$ cat src/rtl/pipe_pkg.sv
`default_nettype none
// ============================================================================
// pipe_pkg : shared types and hazard_op encodings for pipeline_ctrl
// Rev 1.0  : initial release
// ============================================================================
package pipe_pkg;

  typedef enum logic [1:0] {
    ALU_MEM = 2'd0,
    ALU_WB  = 2'd1,
    LD_MEM  = 2'd2,
    LD_WB   = 2'd3
  } fwd_src_e;

  typedef enum logic [1:0] {
    REGFILE = 2'd0,
    MEM_ALU = 2'd1,
    WB_ALU  = 2'd2,
    WB_LD   = 2'd3
  } fwd_sel_e;

  typedef enum logic [1:0] {
    ST_RUN      = 2'd0,
    ST_LU_STALL = 2'd1,
    ST_RF_STALL = 2'd2,
    ST_FLUSH    = 2'd3
  } ctrl_state_e;

  localparam logic [5:0] HOP_BRANCH = 6'b001111;
  localparam logic [5:0] HOP_RFWAIT = 6'b000111;

  // A load source only reaches the mux once it sits in WB, so LD_MEM maps to WB_LD.
  function automatic fwd_sel_e src_to_sel(input logic valid, input fwd_src_e src);
    fwd_sel_e sel;
    sel = REGFILE;
    if (valid) begin
      case (src)
        ALU_MEM: sel = MEM_ALU;
        ALU_WB:  sel = WB_ALU;
        default: sel = WB_LD;
      endcase
    end
    return sel;
  endfunction

endpackage
`default_nettype wire

$ cat src/rtl/sat_counter.sv
`default_nettype none
// ============================================================================
// sat_counter : W-bit incrementer that sticks at all-ones
// Rev 1.0     : initial release
// ============================================================================
module sat_counter #(
  parameter int W = 16
) (
  input  logic         clk_i,
  input  logic         rst_i,
  input  logic         inc_i,
  output logic [W-1:0] cnt_o
);

  logic [W-1:0] cnt_q;
  logic [W-1:0] cnt_d;

  always_comb begin
    cnt_d = cnt_q;
    if (inc_i && (cnt_q != {W{1'b1}})) begin
      cnt_d = cnt_q + W'(1);
    end
  end

  always_ff @(posedge clk_i) begin
    if (rst_i) begin
      cnt_q <= '0;
    end else begin
      cnt_q <= cnt_d;
    end
  end

  assign cnt_o = cnt_q;

endmodule
`default_nettype wire

$ cat src/rtl/pipeline_ctrl.sv
`default_nettype none
// ============================================================================
// pipeline_ctrl : decodes hazard_op into enables, flushes and forward selects
// Rev 1.0       : initial release
// ============================================================================
module pipeline_ctrl
  import pipe_pkg::*;
#(
  parameter int CNT_W     = 16,
  parameter int MAX_STALL = 4
) (
  input  logic             clk_i,
  input  logic             rst_i,
  input  logic [5:0]       hazard_op_i,
  output logic             pc_en_o,
  output logic             if_id_en_o,
  output logic             id_ex_en_o,
  output logic             if_id_flush_o,
  output logic             id_ex_flush_o,
  output logic             ex_mem_flush_o,
  output logic [1:0]       fwd_a_sel_o,
  output logic [1:0]       fwd_b_sel_o,
  output logic [CNT_W-1:0] stall_cnt_o,
  output logic [CNT_W-1:0] flush_cnt_o,
  output logic             stall_err_o
);

  localparam int              WD_W     = $clog2(MAX_STALL + 1);
  localparam logic [WD_W-1:0] WD_LIMIT = WD_W'(MAX_STALL);

  ctrl_state_e     state_q, state_d;
  logic [WD_W-1:0] wd_q, wd_d;
  logic            err_q, err_d;
  logic            req_branch, req_rfwait, req_loaduse;
  logic            force_run, stall, flush_inc;
  fwd_sel_e        sel_a, sel_b;

  always_comb begin
    req_branch  = (hazard_op_i == HOP_BRANCH);
    req_rfwait  = (hazard_op_i == HOP_RFWAIT);
    req_loaduse = (hazard_op_i[4] && (hazard_op_i[1:0] == 2'd2)) ||
                  (hazard_op_i[5] && (hazard_op_i[3:2] == 2'd2));
    force_run   = (wd_q >= WD_LIMIT);
    sel_a       = src_to_sel(hazard_op_i[4], fwd_src_e'(hazard_op_i[1:0]));
    sel_b       = src_to_sel(hazard_op_i[5], fwd_src_e'(hazard_op_i[3:2]));

    pc_en_o        = 1'b1;
    if_id_en_o     = 1'b1;
    id_ex_en_o     = 1'b1;
    if_id_flush_o  = 1'b0;
    id_ex_flush_o  = 1'b0;
    ex_mem_flush_o = 1'b0;
    fwd_a_sel_o    = sel_a;
    fwd_b_sel_o    = sel_b;
    state_d        = ST_RUN;
    stall          = 1'b0;
    flush_inc      = 1'b0;

    if (rst_i) begin
      pc_en_o        = 1'b0;
      if_id_en_o     = 1'b0;
      id_ex_en_o     = 1'b0;
      if_id_flush_o  = 1'b1;
      id_ex_flush_o  = 1'b1;
      ex_mem_flush_o = 1'b1;
      fwd_a_sel_o    = 2'd0;
      fwd_b_sel_o    = 2'd0;
    end else if (force_run) begin
      // Watchdog release: one plain RUN cycle regardless of the request.
      state_d = ST_RUN;
    end else if (state_q == ST_FLUSH) begin
      if_id_flush_o = 1'b1;
      fwd_a_sel_o   = 2'd0;
      fwd_b_sel_o   = 2'd0;
    end else if (req_branch) begin
      if_id_flush_o = 1'b1;
      id_ex_flush_o = 1'b1;
      flush_inc     = 1'b1;
      state_d       = ST_FLUSH;
    end else if (req_rfwait) begin
      pc_en_o    = 1'b0;
      if_id_en_o = 1'b0;
      id_ex_en_o = 1'b0;
      stall      = 1'b1;
      state_d    = ST_RF_STALL;
    end else if (req_loaduse && (state_q != ST_LU_STALL)) begin
      pc_en_o        = 1'b0;
      if_id_en_o     = 1'b0;
      id_ex_en_o     = 1'b0;
      ex_mem_flush_o = 1'b1;
      stall          = 1'b1;
      state_d        = ST_LU_STALL;
    end

    wd_d  = stall ? (wd_q + WD_W'(1)) : '0;
    err_d = err_q || (wd_d == WD_LIMIT);
  end

  always_ff @(posedge clk_i) begin
    if (rst_i) begin
      state_q <= ST_RUN;
      wd_q    <= '0;
      err_q   <= 1'b0;
    end else begin
      state_q <= state_d;
      wd_q    <= wd_d;
      err_q   <= err_d;
    end
  end

  assign stall_err_o = err_q;

  sat_counter #(.W(CNT_W)) u_stall_cnt (
    .clk_i (clk_i),
    .rst_i (rst_i),
    .inc_i (stall),
    .cnt_o (stall_cnt_o)
  );

  sat_counter #(.W(CNT_W)) u_flush_cnt (
    .clk_i (clk_i),
    .rst_i (rst_i),
    .inc_i (flush_inc),
    .cnt_o (flush_cnt_o)
  );

endmodule
`default_nettype wire
$ cat config.mk
export PLATFORM = sky130hd
export DESIGN_NAME = pipeline_ctrl
export DESIGN_NICKNAME = d
export VERILOG_FILES = /design/src/rtl/pipe_pkg.sv /design/src/rtl/sat_counter.sv /design/src/rtl/pipeline_ctrl.sv
export SDC_FILE = /design/constraint.sdc
export NUM_CORES = 1
export LEC_CHECK = 0
export BUFFER_PORTS_ARGS = -buffer_cell sky130_fd_sc_hd__buf_2
export CAP_MARGIN = 10
export CORE_ASPECT_RATIO = 1.2
export CORE_MARGIN = 4
export CORE_UTILIZATION = 27
export CTS_CLUSTER_DIAMETER = 200
export CTS_CLUSTER_SIZE = 25
export DETAILED_ROUTE_END_ITERATION = 12
export GPL_ROUTABILITY_DRIVEN = 0
export PLACE_DENSITY = 0.43
export SLEW_MARGIN = 20
export SYNTH_ARGS = -nofsm -noshare
export SYNTH_HDL_FRONTEND = slang
export SYNTH_HIERARCHICAL = 1
export SYNTH_SLANG_ARGS = --single-unit
$ cat constraint.sdc
create_clock -name clk_i -period 3.1 [get_ports clk_i]
set_input_delay 0.62 -clock clk_i [delete_from_list [all_inputs] [get_ports clk_i]]
set_output_delay 0.62 -clock clk_i [all_outputs]
set_load 0.02 [all_outputs]
# ---- After elaboration in Yosys (flattened, before gate mapping)
# Index checks and enable logic that the tools add are counted.
dict set report totals {
  elab_cells 69
  register_bits 38
  output_inout_bits 43
  in_bits 8
}
dict set report op_classes {
  addsub 3
  n_reduce_logical 10
  n_mux 39
  eq_ne 11
  magnitude_cmp 1
}
# cell n
set op_table {}
lappend op_table {{adder 16 x 1 -> 16 bit, second input constant} 2}
lappend op_table {{inequality test 16 bit, second input constant} 2}
lappend op_table {{2-to-1 mux 1 bit} 26}
lappend op_table {{2-to-1 mux 2 bit} 10}
lappend op_table {{case mux 2 bit (2 select lines)} 2}
lappend op_table {{equality test 2 bit, second input constant} 3}
lappend op_table {{equality test 6 x 3 -> 1 bit, second input constant} 1}
lappend op_table {{equality test 6 x 4 -> 1 bit, second input constant} 1}
lappend op_table {{logical AND 1 bit} 5}
lappend op_table {{equality test 2 x 1 -> 1 bit, second input constant} 2}
lappend op_table {{zero test 2 bit} 2}
lappend op_table {{adder 3 x 1 -> 3 bit, second input constant} 1}
lappend op_table {{equality test 3 bit, second input constant} 1}
lappend op_table {{greater-or-equal comparator 3 bit, second input constant} 1}
lappend op_table {{2-to-1 mux 3 bit} 1}
lappend op_table {{OR reduction 3 bit} 1}
lappend op_table {{logical OR 1 bit} 2}
lappend op_table {{inequality test 2 x 1 -> 1 bit, second input constant} 1}

# ---- Logic depth before layout (Yosys ltp)
dict set report logic_depth {
  ltp_word 13
  ltp_mapped 8
  depth_no_buf 8
}

# ---- By module
# The synthesis kept the hierarchy.
# mod seq_area_each_um2 instances cells_each area_each_um2
set modules_own_cells {}
lappend modules_own_cells {sat_counter 320.3 2 99 848.3}
lappend modules_own_cells {pipeline_ctrl 120.1 1 49 405.4}

# ---- Worst setup path before layout
# OpenSTA, ideal clock, no wires.
dict set report synth_timing {
  path_type {input to register}
  from {input port hazard_op_i[4]}
  to {register u_stall_cnt.cnt_q[9], in the netlist u_stall_cnt/cnt_o[9]}
  required_time_ns 3.030
  setup_ns 0.070
  setup_slack_ns 0.668
  arrival_time_ns 2.361
  path_buffers 1
  path_stages 8
  cell_sequence {nand4b_1 -> or3_4 -> a21o_4 -> inv_1 -> nand2_1 -> clkbuf_1 -> or4_1 -> a21oi_1}
}
dict set report synth_between {
  elab_chain_len 10
  word_cells_on_any_way 12
}
# element line
set synth_lines {}
lappend synth_lines {{start: declaration} pipeline_ctrl.sv:14} ;# input logic [5:0] hazard_op_i,
lappend synth_lines {{logical AND 1 bit} pipeline_ctrl.sv:41} ;# req_loaduse = (hazard_op_i[4] && (hazard_op_i[1:0] == 2'd2)) ||
lappend synth_lines {{logical OR 1 bit} pipeline_ctrl.sv:41}
lappend synth_lines {{logical AND 1 bit} pipeline_ctrl.sv:86} ;# end else if (req_loaduse && (state_q != ST_LU_STALL)) begin
lappend synth_lines {{2-to-1 mux 1 bit} pipeline_ctrl.sv:86}
lappend synth_lines {{2-to-1 mux 1 bit} pipeline_ctrl.sv:80} ;# end else if (req_rfwait) begin
lappend synth_lines {{2-to-1 mux 1 bit (*)} pipeline_ctrl.sv:75} ;# end else if (req_branch) begin
lappend synth_lines {{2-to-1 mux 1 bit (*)} pipeline_ctrl.sv:71} ;# end else if (state_q == ST_FLUSH) begin
lappend synth_lines {{2-to-1 mux 1 bit (*)} pipeline_ctrl.sv:68} ;# end else if (force_run) begin
lappend synth_lines {{2-to-1 mux 1 bit (*)} pipeline_ctrl.sv:59} ;# if (rst_i) begin
lappend synth_lines {{via stall} pipeline_ctrl.sv:35} ;# logic force_run, stall, flush_inc;
lappend synth_lines {{logical AND 1 bit (*)} sat_counter.sv:20} ;# if (inc_i && (cnt_q != {W{1'b1}})) begin
lappend synth_lines {{end signal: assignment} sat_counter.sv:29} ;# cnt_q <= cnt_d;
lappend synth_lines {{end: declaration} sat_counter.sv:15} ;# logic [W-1:0] cnt_q;
# The timed path passes the listed nets; every way through them passes the cells marked *.
# A chain may end at the register's enable or synchronous reset.

# ---- Worst setup path in the final report
dict set report layout_timing {
  from {input port hazard_op_i[4]}
  to {register u_stall_cnt.cnt_q[11], in the netlist u_stall_cnt/cnt_o[11]}
}
# The elaborated chain is that of the path after synthesis.

==> flow_summary.yaml <==
detailed_routing:
  wl_um: 5110
  vias_per_cell: 5.19
  final_antenna_net_count: 0
  num_vias: 2029
  drc: 0
  wl_per_cell_um: 13.1
  drtIter0Drc: 71
  dr.pass1.iters: 4
floorplanning:
  initial_utilization: 0.276
  num_io_pins: 51
  coreArea_um2: 7620
  design.die.area_um2: 9270
  rows: 35
  fp.dieH_um: 105
  die-width_um: 88.5
place:
  io_buffers: 50
  post-dp-hpwl_um: 3750
global_route:
  grt_usage: 0.116
  grt_start_max_net_pins: 40
  grt_pass1_wl_um: 8710
  grt_overflow: 0
  grt_pass1_vias: 1898
  antenna_found_initial: 0
setup_path:
  crit_type: "input port to flop"
  arrival_ns: 2.69
  cp.required_ns: 3.28
  crit_path_start_kind: "input port"
  worst-r2r-cell-count: 7
  rr_endpoint: "u_stall_cnt/cnt_o[11]"
  rr_startpoint: "state_q[1]"
  regToRegSetupSlack_ns: 0.80
  crit_fanout: 11
  setup.worst_path.end_class: "flop"
final_layout:
  seq_area_um2: 761
  final_common_cell: "buf_2"
  area_growth_pct: 20.9
  fin_nets: 310
  mostFrequentLayoutCells: "buf_2, dfxtp_1, a21oi_1"
  antenna_cells: 0
  final_core_util: 0.333
  multi_input_area_um2: 1240
  final_layout_size_suffix_gt1_frac: 0.244
  fillers: 836
yosys:
  ys_seq_area_frac: 0.362
  syn_nets: 259
  async_flop_share: 0
  dominantRegCellSynth: "dfxtp_1"
  netlist_instances: 247
  synth_largest_area_cell: "dfxtp_1"
  synth_top_area_frac: 0.362
  synth_top_cells_by_area: "dfxtp_1, a21oi_1, or4_1"
  synth_edf_count: 0
  synth_warnings: 6
  post_synth_num_cell_types: 44
  synth-seq-cells: 38
  synth.cell_area_um2: 2100
  syn-mean-instance-area_um2: 8.51
min_path:
  hold_path_depth: 1
  min_to: "wd_q[0]"
  hp-class: "flop to flop"
  hold_path.startpoint: "wd_q[0]"
power:
  clkPwrFrac: 0.388
  p_per_area_nw_per_um2: 357
  power.internal_uw: 690
  ir_drop_uv: 163
  p_leak_uw: 0.00104
  comb_power_share: 0.067
  p_sw_uw: 216
  p_sw_frac: 0.238
  power_frac_seq: 0.544
clock_tree:
  cts_htree_levels: 2
  cts_resized: 0
  path_clk_slew_ns: 0.07
  cts_root_buf: "clkbuf_8"
  post-cts-setup-buffers: 0
  cts_buffers: 5
  worst_skew_pair.late_latency_ns: 0.29
  cts_hold_buf: 0
  cts_sinks: 38
  cts_buffer_depth: 2
  tritoncts: "built"
sta:
  rsz0062_at_grt: "no"
  worst_pin_slew_ns: 0.803
  max_freq_ghz: 0.399
  drv_slew: 0
  relSlewSlack: 0.460
  period_share: 0.808
  setup_tns_ns: 0
  setup_viol: 0
  fin_crit_ns: 2.51
  hold_violations: 0
  clock_skew_ns: 0.00543
run_status:
  status: "finished clean"
flow_run:
  drv_cap: 0
-- cell usage after synthesis (all sizes together) (2+ instances only) --
| cell type | number |
|---|---|
| nor2 | 18 |
| and3 | 2 |
| and3b | 2 |
| ha | 4 |
| xnor2 | 4 |
| nand3 | 12 |
| o21bai | 2 |
| a21oi | 24 |
| nor2b | 4 |
| nor3 | 9 |
| or4 | 14 |
| and4 | 6 |
| a21o | 2 |
| o41ai | 3 |
| o311ai | 2 |
| o211a | 2 |
| o31ai | 12 |
| nand4 | 8 |
| o21ai | 9 |
| nor4 | 6 |
| dfxtp | 38 |
| o21a | 2 |
| buf | 6 |
| mux2 | 2 |
| or3 | 7 |
| clkbuf | 4 |
| nand2 | 17 |
| nor4bb | 2 |
| mux2i | 2 |
| inv | 15 |
| nand3b | 2 |
-- per-stage QoR --
step / total power [µW] / worst slack (ns) / hold WS [ns] / std cells / cell area [µm²]
after global routing: 961 / 0.418 / 0.474 / 391 / 2540
after floorplan: 545 / 0.668 / 0.417 / 247 / 2100
after global placement: 567 / 0.343 / 0.453 / 383 / 2450
after detailed placement: 567 / 0.270 / 0.436 / 383 / 2450
after CTS: 935 / 0.596 / 0.449 / 391 / 2540
final: 906 / 0.595 / 0.446 / 391 / 2540
-- worst max-delay path by stage --
stage / startpoint / end / cells after the start
floorplan: hazard_op_i[4] / u_stall_cnt/cnt_o[9] / 8
global placement: hazard_op_i[4] / u_stall_cnt/cnt_o[11] / 8
detailed placement: hazard_op_i[4] / u_stall_cnt/cnt_o[11] / 8
CTS: hazard_op_i[4] / u_stall_cnt/cnt_o[11] / 8
global route: hazard_op_i[4] / u_stall_cnt/cnt_o[11] / 8
finish: hazard_op_i[4] / u_stall_cnt/cnt_o[11] / 8
-- routing by layer --
metal | GRT usage | vias up | wire length [µm] | part of all wire
met2 | 0.186 | 49 | 2450 | 0.48
met1 | 0.146 | 934 | 2310 | 0.45
li1 | - | 1039 | - | -
met4 | 0.0389 | 0 | 63 | 0.012
met5 | 0 | - | 0 | 0
met3 | 0.0339 | 7 | 286 | 0.056
-- critical path, cell delays in order --
cell and delay [ns]:
buf_2 0.11, nand4b_1 0.22, or3_4 0.37, a21o_4 0.25, inv_1 0.16, nand2_1 0.25, nor4bb_1 0.35, mux2_2 0.36
-- power by group through the flow --
| stage | clock network, µW | logic [µW] | registers [µW] |
|---|---|---|---|
| final | 352 | 61.1 | 493 |
| after global routing | 400 | 67.7 | 494 |
| after CTS | 380 | 62.3 | 493 |
| after detailed placement | 0 | 62.1 | 505 |
| after global placement | 0 | 62.6 | 505 |
| after floorplan | 0 | 40.3 | 505 |
-- cells by family after synthesis --
logic type	after synthesis	synth area share
xor+xnor	4	0.0167
compound gates	60	0.192
simple gates	112	0.336
mux	4	0.0202
fa+ha+maj	4	0.0238
buf+inv	25	0.0494
flops	38	0.362
-- area by class of cell --
class,count,area share
Tap cell,92,0.0453
Sequential cell,38,0.299
Clock inverter,1,0.00197
Timing Repair Buffer,54,0.110
Clock buffer,7,0.0340
Inverter,15,0.0222
Multi-Input combinational cell,184,0.487
-- flip-flops by register name, summed over array words and instances, names as in the netlist --
signal,count
wd_q,3
u_flush_cnt/cnt_o,16
u_stall_cnt/cnt_o,16
state_q,2
stall_err_o,1
Power figures use the tool's default switching activity.
